**src/rtl/huff_code_gen.sv**
```systemverilog
// huff_code_gen
// Walks the merged Huffman tree from the top root down to the lowest root and
// builds one code and one length mask per leaf symbol. Each root costs two
// cycles: one to present its id to the tree memory (RD) and one to expand
// its two children (PROC). A root always has a parent with a higher id, so a
// descending sweep over the root ids sees every root's code before that
// root is expanded.
//
// Ports
//   clk       : clock, all state updates on the rising edge
//   reset     : synchronous, active-high
//   start     : begin a traversal (only honoured while idle)
//   root_sel  : node id presented to the tree memory (registered)
//   w_r       : tree memory command, tied to READ (0)
//   node_l_i  : left child of root_sel from the tree memory
//   node_r_i  : right child of root_sel from the tree memory
//   busy      : high from start acceptance through the done cycle
//   done      : one-cycle pulse, codes valid from this cycle on
//   err       : malformed tree seen, valid with done, held until next start
//   hc_flat   : code of symbol k at [k*CODE_W +: CODE_W], LSB-aligned
//   m_flat    : mask of symbol k, ones in the low len(k) bits
module huff_code_gen #(
    parameter int SYM_N  = 6,
    parameter int CODE_W = 8,
    parameter int EMPTY  = 11
) (
    input  logic                      clk,
    input  logic                      reset,
    input  logic                      start,
    output logic [3:0]                root_sel,
    output logic                      w_r,
    input  logic [3:0]                node_l_i,
    input  logic [3:0]                node_r_i,
    output logic                      busy,
    output logic                      done,
    output logic                      err,
    output logic [SYM_N*CODE_W-1:0]   hc_flat,
    output logic [SYM_N*CODE_W-1:0]   m_flat
);

    localparam int TOP    = 2*SYM_N - 2;
    localparam int NROOT  = SYM_N - 1;
    localparam int RIDX_W = $clog2(NROOT);
    localparam int LIDX_W = $clog2(SYM_N);

    typedef enum logic [1:0] {IDLE, RD, PROC, DONE} state_t;

    state_t             state, state_next;
    logic [3:0]         child_l, child_r;
    logic [CODE_W-1:0]  root_code [NROOT];
    logic [CODE_W-1:0]  root_mask [NROOT];
    logic [SYM_N-1:0]   leaf_seen;

    logic [RIDX_W-1:0]  cur_idx, l_ridx, r_ridx;
    logic [LIDX_W-1:0]  l_lidx, r_lidx;
    logic [CODE_W-1:0]  code_cur, mask_cur, code_lft, code_rgt, mask_new;
    logic               l_leaf, r_leaf;
    logic               l_bad, r_bad, dup_leaf, too_long, proc_err;

    // The block only ever reads the tree memory.
    assign w_r = 1'b0;

    // Child expansion for the root currently held in root_sel. root_sel doubles
    // as the traversal cursor, so the table index is derived from it directly.
    // A root child must have a lower id than its parent; anything else (empty
    // slot, out-of-range id, cycle) is treated as a malformed tree.
    always_comb begin
        cur_idx  = RIDX_W'(root_sel - 4'(SYM_N));
        l_ridx   = RIDX_W'(child_l - 4'(SYM_N));
        r_ridx   = RIDX_W'(child_r - 4'(SYM_N));
        l_lidx   = child_l[LIDX_W-1:0];
        r_lidx   = child_r[LIDX_W-1:0];
        code_cur = root_code[cur_idx];
        mask_cur = root_mask[cur_idx];
        code_lft = {code_cur[CODE_W-2:0], 1'b0};
        code_rgt = {code_cur[CODE_W-2:0], 1'b1};
        mask_new = {mask_cur[CODE_W-2:0], 1'b1};
        l_leaf   = child_l < 4'(SYM_N);
        r_leaf   = child_r < 4'(SYM_N);
        l_bad    = (child_l == 4'(EMPTY)) || (child_l > 4'(TOP)) ||
                   (!l_leaf && (child_l >= root_sel));
        r_bad    = (child_r == 4'(EMPTY)) || (child_r > 4'(TOP)) ||
                   (!r_leaf && (child_r >= root_sel));
        dup_leaf = (l_leaf && leaf_seen[l_lidx]) ||
                   (r_leaf && leaf_seen[r_lidx]) ||
                   (l_leaf && r_leaf && (child_l == child_r));
        // The top mask bit already set means the code is CODE_W long.
        too_long = mask_cur[CODE_W-1];
        proc_err = l_bad || r_bad || dup_leaf || too_long;
    end

    // State register.
    always_ff @(posedge clk) begin
        if (reset) state <= IDLE;
        else       state <= state_next;
    end

    // Next-state and status outputs. A detected error cuts the sweep short
    // and goes straight to DONE so err is reported with the done pulse.
    always_comb begin
        state_next = state;
        busy       = 1'b0;
        done       = 1'b0;
        case (state)
            IDLE: if (start) state_next = RD;
            RD: begin
                busy       = 1'b1;
                state_next = PROC;
            end
            PROC: begin
                busy = 1'b1;
                if (proc_err || (root_sel == 4'(SYM_N))) state_next = DONE;
                else                                     state_next = RD;
            end
            DONE: begin
                busy       = 1'b1;
                done       = 1'b1;
                state_next = IDLE;
            end
            default: state_next = IDLE;
        endcase
    end

    // Datapath: cursor, captured children, per-root table and leaf outputs.
    // Starting a run clears everything so stale codes never leak into a new
    // result; the top root begins with an empty code.
    always_ff @(posedge clk) begin
        if (reset) begin
            root_sel  <= 4'(TOP);
            err       <= 1'b0;
            hc_flat   <= '0;
            m_flat    <= '0;
            leaf_seen <= '0;
            child_l   <= '0;
            child_r   <= '0;
            for (int i = 0; i < NROOT; i++) begin
                root_code[i] <= '0;
                root_mask[i] <= '0;
            end
        end else begin
            case (state)
                IDLE: if (start) begin
                    root_sel  <= 4'(TOP);
                    err       <= 1'b0;
                    hc_flat   <= '0;
                    m_flat    <= '0;
                    leaf_seen <= '0;
                    for (int i = 0; i < NROOT; i++) begin
                        root_code[i] <= '0;
                        root_mask[i] <= '0;
                    end
                end
                RD: begin
                    child_l <= node_l_i;
                    child_r <= node_r_i;
                end
                PROC: begin
                    if (proc_err) begin
                        err <= 1'b1;
                    end else begin
                        if (l_leaf) begin
                            hc_flat[l_lidx*CODE_W +: CODE_W] <= code_lft;
                            m_flat[l_lidx*CODE_W +: CODE_W]  <= mask_new;
                            leaf_seen[l_lidx]                <= 1'b1;
                        end else begin
                            root_code[l_ridx] <= code_lft;
                            root_mask[l_ridx] <= mask_new;
                        end
                        if (r_leaf) begin
                            hc_flat[r_lidx*CODE_W +: CODE_W] <= code_rgt;
                            m_flat[r_lidx*CODE_W +: CODE_W]  <= mask_new;
                            leaf_seen[r_lidx]                <= 1'b1;
                        end else begin
                            root_code[r_ridx] <= code_rgt;
                            root_mask[r_ridx] <= mask_new;
                        end
                        if (root_sel != 4'(SYM_N)) root_sel <= root_sel - 4'd1;
                    end
                end
                default: ;
            endcase
        end
    end

endmodule

```
**config.mk**
```make
export PLATFORM = sky130hd
export DESIGN_NAME = huff_code_gen
export DESIGN_NICKNAME = d
export VERILOG_FILES = /design/src/rtl/huff_code_gen.sv
export SDC_FILE = /design/constraint.sdc
export NUM_CORES = 1
export LEC_CHECK = 0
export ABC_AREA = 1
export CORE_UTILIZATION = 52
export CTS_BUF_LIST = sky130_fd_sc_hd__clkbuf_8 sky130_fd_sc_hd__clkbuf_16
export DETAILED_ROUTE_END_ITERATION = 16
export PLACE_DENSITY = 0.81
export SETUP_SLACK_MARGIN = 0.4
export SLEW_MARGIN = 40
export SYNTH_ARGS = -nofsm -noshare
export SYNTH_HDL_FRONTEND = slang
export SYNTH_SLANG_ARGS = --single-unit
```
**constraint.sdc**
```tcl
create_clock -name clk -period 3.1 [get_ports clk]
set_clock_uncertainty 0.15 [all_clocks]
set_input_delay 0.465 -clock clk [delete_from_list [all_inputs] [get_ports clk]]
set_output_delay 0.465 -clock clk [all_outputs]
set_load 0.01 [all_outputs]
```
==> impl_metrics.env <==
export IMPL_synth_cell_types=40
export IMPL_cts_root_buf="clkbuf_16"
export IMPL_synth_seq_cells=234
export IMPL_drtAntennaViolNets=0
export IMPL_ys_warn_count=0
export IMPL_nFillCells=1760
export IMPL_fmax_mhz=364
export IMPL_fin_crit_sh=0.886
export IMPL_p_per_area_mw_per_mm2=622
export IMPL_min_path_cells=2
export IMPL_worstSetupEndpointType="flop"
export IMPL_nets=1736
export IMPL_crit_path_start="root_sel[3]"
export IMPL_cts_tree="done"
export IMPL_drv_cap=0
export IMPL_clock_latency_ns=0.54
export IMPL_drt_initial_drc_count=1478
export IMPL_antenna_found_initial=0
export IMPL_core_area_mm2=0.0221
export IMPL_rows=54
export IMPL_critPathKind="flop to flop"
export IMPL_layout_common_cells="nand2_1, nor2_1, a21oi_1, o21ai_0, dfxtp_1"
export IMPL_via_count=11800
export IMPL_r2r_slack_ns=0.35
export IMPL_area_growth_syn_to_layout_pct=25.2
export IMPL_peakVddDrop_uv=493
export IMPL_synthCells=1543
export IMPL_cts_hold_buf=0
export IMPL_start_kind="flop"
export IMPL_run_status="complete, no violations"
export IMPL_cts_sinks=234
export IMPL_leakagePower_nw=5.82
export IMPL_dp_hpwl_mm=24.6
export IMPL_grt_overflow_total=0
export IMPL_viasPerCell=5.89
export IMPL_drive_above_1_share=0.113
export IMPL_hold_viol=0
export IMPL_min_path_type="input port to flop"
export IMPL_drt_first_pass_iters=7
export IMPL_die_w_um=153
export IMPL_worstReg2RegStart="root_sel[3]"
export IMPL_synthFlopType="dfxtp_1"
export IMPL_io_buffers=113
export IMPL_clk_pin_slew_ns=0.06
export IMPL_min_from="reset"
export IMPL_avgSynthCellArea_um2=7.70
export IMPL_tns_ns=0
export IMPL_start_util=0.538
export IMPL_seq_area_frac_synth=0.482
export IMPL_min_to="root_sel[2]"
export IMPL_rsz0062_at_grt="no"
export IMPL_numCtsBuffers=25
export IMPL_seqCellArea_mm2=0.00575
export IMPL_slew_limit_headroom=0.523
export IMPL_syn_area_mm2=0.0119
export IMPL_r2r_cells=14
export IMPL_grt_pass1_wl_mm=58.3
export IMPL_max_slew_worst_pin_slew_ns=0.714
export IMPL_power_mw=9.26
export IMPL_synth_edf_count=104
export IMPL_wire_per_inst_um=19.4
export IMPL_n_antenna_cell=0
export IMPL_crit_fanout=7
export IMPL_async_flop_share=0
export IMPL_fin_crit_ns=2.75
export IMPL_ios=115
export IMPL_grt_max_degree=80
export IMPL_post_route_drc_count=0
export IMPL_crit_required_ns=3.34
export IMPL_multi_input_comb_area_mm2=0.00575
export IMPL_arrival_ns=2.98
export IMPL_clk_path_buf_depth=3
export IMPL_grt_use_total=0.313
export IMPL_final_common_cell="nand2_1"
export IMPL_slew_viol_final=0
export IMPL_htree_levels=1
export IMPL_setup_violations=0
export IMPL_r2r_end="root_mask[3][7]"
export IMPL_grt_pass1_vias=10900
export IMPL_die_h_um=153
export IMPL_drt_total_wl_mm=38.8
export IMPL_place_congestion=0.930
export IMPL_die_area_mm2=0.0235
-- where the power goes --
part	switching (mW)	total (mW)	leakage, nW	internal, mW
combinational	1.87	2.70	3.27	0.826
clock	1.28	2.91	0.399	1.63
sequential	0.145	3.65	2.15	3.51
-- layout make-up --
| type | count | share of cell area |
|---|---|---|
| clock buffers | 25 | 0.0421 |
| clock inverters | 21 | 0.0103 |
| inverters | 99 | 0.0263 |
| multi-input cells | 1159 | 0.387 |
| flip-flops and latches | 234 | 0.386 |
| well taps | 280 | 0.0235 |
| repair buffers | 188 | 0.125 |
-- worst max path at each step --
| stage | cells past startpoint | end | slack, ns |
|---|---|---|---|
| final | 14 | root_mask[3][7] | 0.35 |
| after global routing | 16 | root_mask[3][7] | 0.29 |
| after CTS | 14 | hc_flat[41] | 0.41 |
| after detailed placement | 11 | m_flat[26] | 0.14 |
| after global placement | 14 | hc_flat[10] | 0.24 |
| after floorplan | 16 | root_code[0][1] | 0.41 |
-- cells by family after synthesis --
logic type      after synthesis  synth area share
simple gates                671             0.237
compound gates              404             0.181
flops                       234             0.482
buf+inv                     212            0.0783
fa+ha+maj                    18            0.0190
xor+xnor                      3           0.00221
other cells                   1          0.000316
-- state kept, by name, summed over array words and instances (netlist names) --
register and count:
child_l 4, child_r 4, err 1, hc_flat 48, leaf_seen 6, m_flat 48
root_code 56, root_mask 61, root_sel 4, state 2
-- per-stage QoR --
stage	hold slack, ns	utilization	cells	area, um^2	setup WS [ns]
2_1_floorplan	0.250	-	1600	12200	0.410
3_3_place_gp	0.190	0.614	1938	13600	0.245
3_5_place_dp	0.190	0.614	1938	13600	0.141
4_1_cts	0.0918	0.651	1986	14400	0.407
5_1_grt	0.0891	0.673	2006	14900	0.295
6_report	0.0989	0.673	2006	14900	0.353
-- metal layers --
metal | part of all wire | vias up | GRT usage
met1 | 0.38 | 5428 | 0.394
li1 | - | 5517 | -
met5 | 0 | - | 0
met3 | 0.11 | 131 | 0.0505
met4 | 0.044 | 0 | 0.145
met2 | 0.47 | 731 | 0.526
-- what timing repair did --
action                                  CTS  global route
endpoints found under the setup margin  173           230
resized for setup                         5            80
pin swaps                                 2            11
gates cloned                              0             8
setup buffers                             2            12
-- Yosys cell counts, types with 2 or more instances --
master | count | area share
o21ai_0 | 172 | 0.072
a211oi_1 | 5 | 0.0032
inv_1 | 91 | 0.029
clkbuf_1 | 45 | 0.014
inv_2 | 8 | 0.0025
buf_6 | 3 | 0.0028
nand3_1 | 98 | 0.041
xnor2_1 | 2 | 0.0015
nor2_1 | 221 | 0.070
buf_4 | 15 | 0.0095
a31oi_1 | 2 | 0.0011
buf_1 | 6 | 0.0019
nand2_2 | 3 | 0.0016
o31ai_1 | 2 | 0.0013
a21oi_1 | 180 | 0.076
o211ai_1 | 37 | 0.023
nand2_1 | 297 | 0.094
nand3_4 | 2 | 0.0029
dfxtp_1 | 130 | 0.22
ha_1 | 18 | 0.019
buf_2 | 44 | 0.019
nand4_1 | 24 | 0.013
nor2_2 | 3 | 0.0016
nor3_1 | 12 | 0.0051
edfxtp_1 | 104 | 0.26
or2_2 | 5 | 0.0026
-- critical path: stages (launching register included) --
cell and delay (ns):
dfxtp_2 0.34, inv_1 0.18, ha_4 0.24, a21oi_1 0.18
nand3_1 0.10, nand2_1 0.07, nand2_1 0.08, inv_2 0.09
nand4_4 0.14, nor2_4 0.18, buf_12 0.14, nand4_1 0.10
buf_4 0.23, buf_2 0.21, a21oi_1 0.16
No activity file was read; power rests on OpenSTA's default activity.
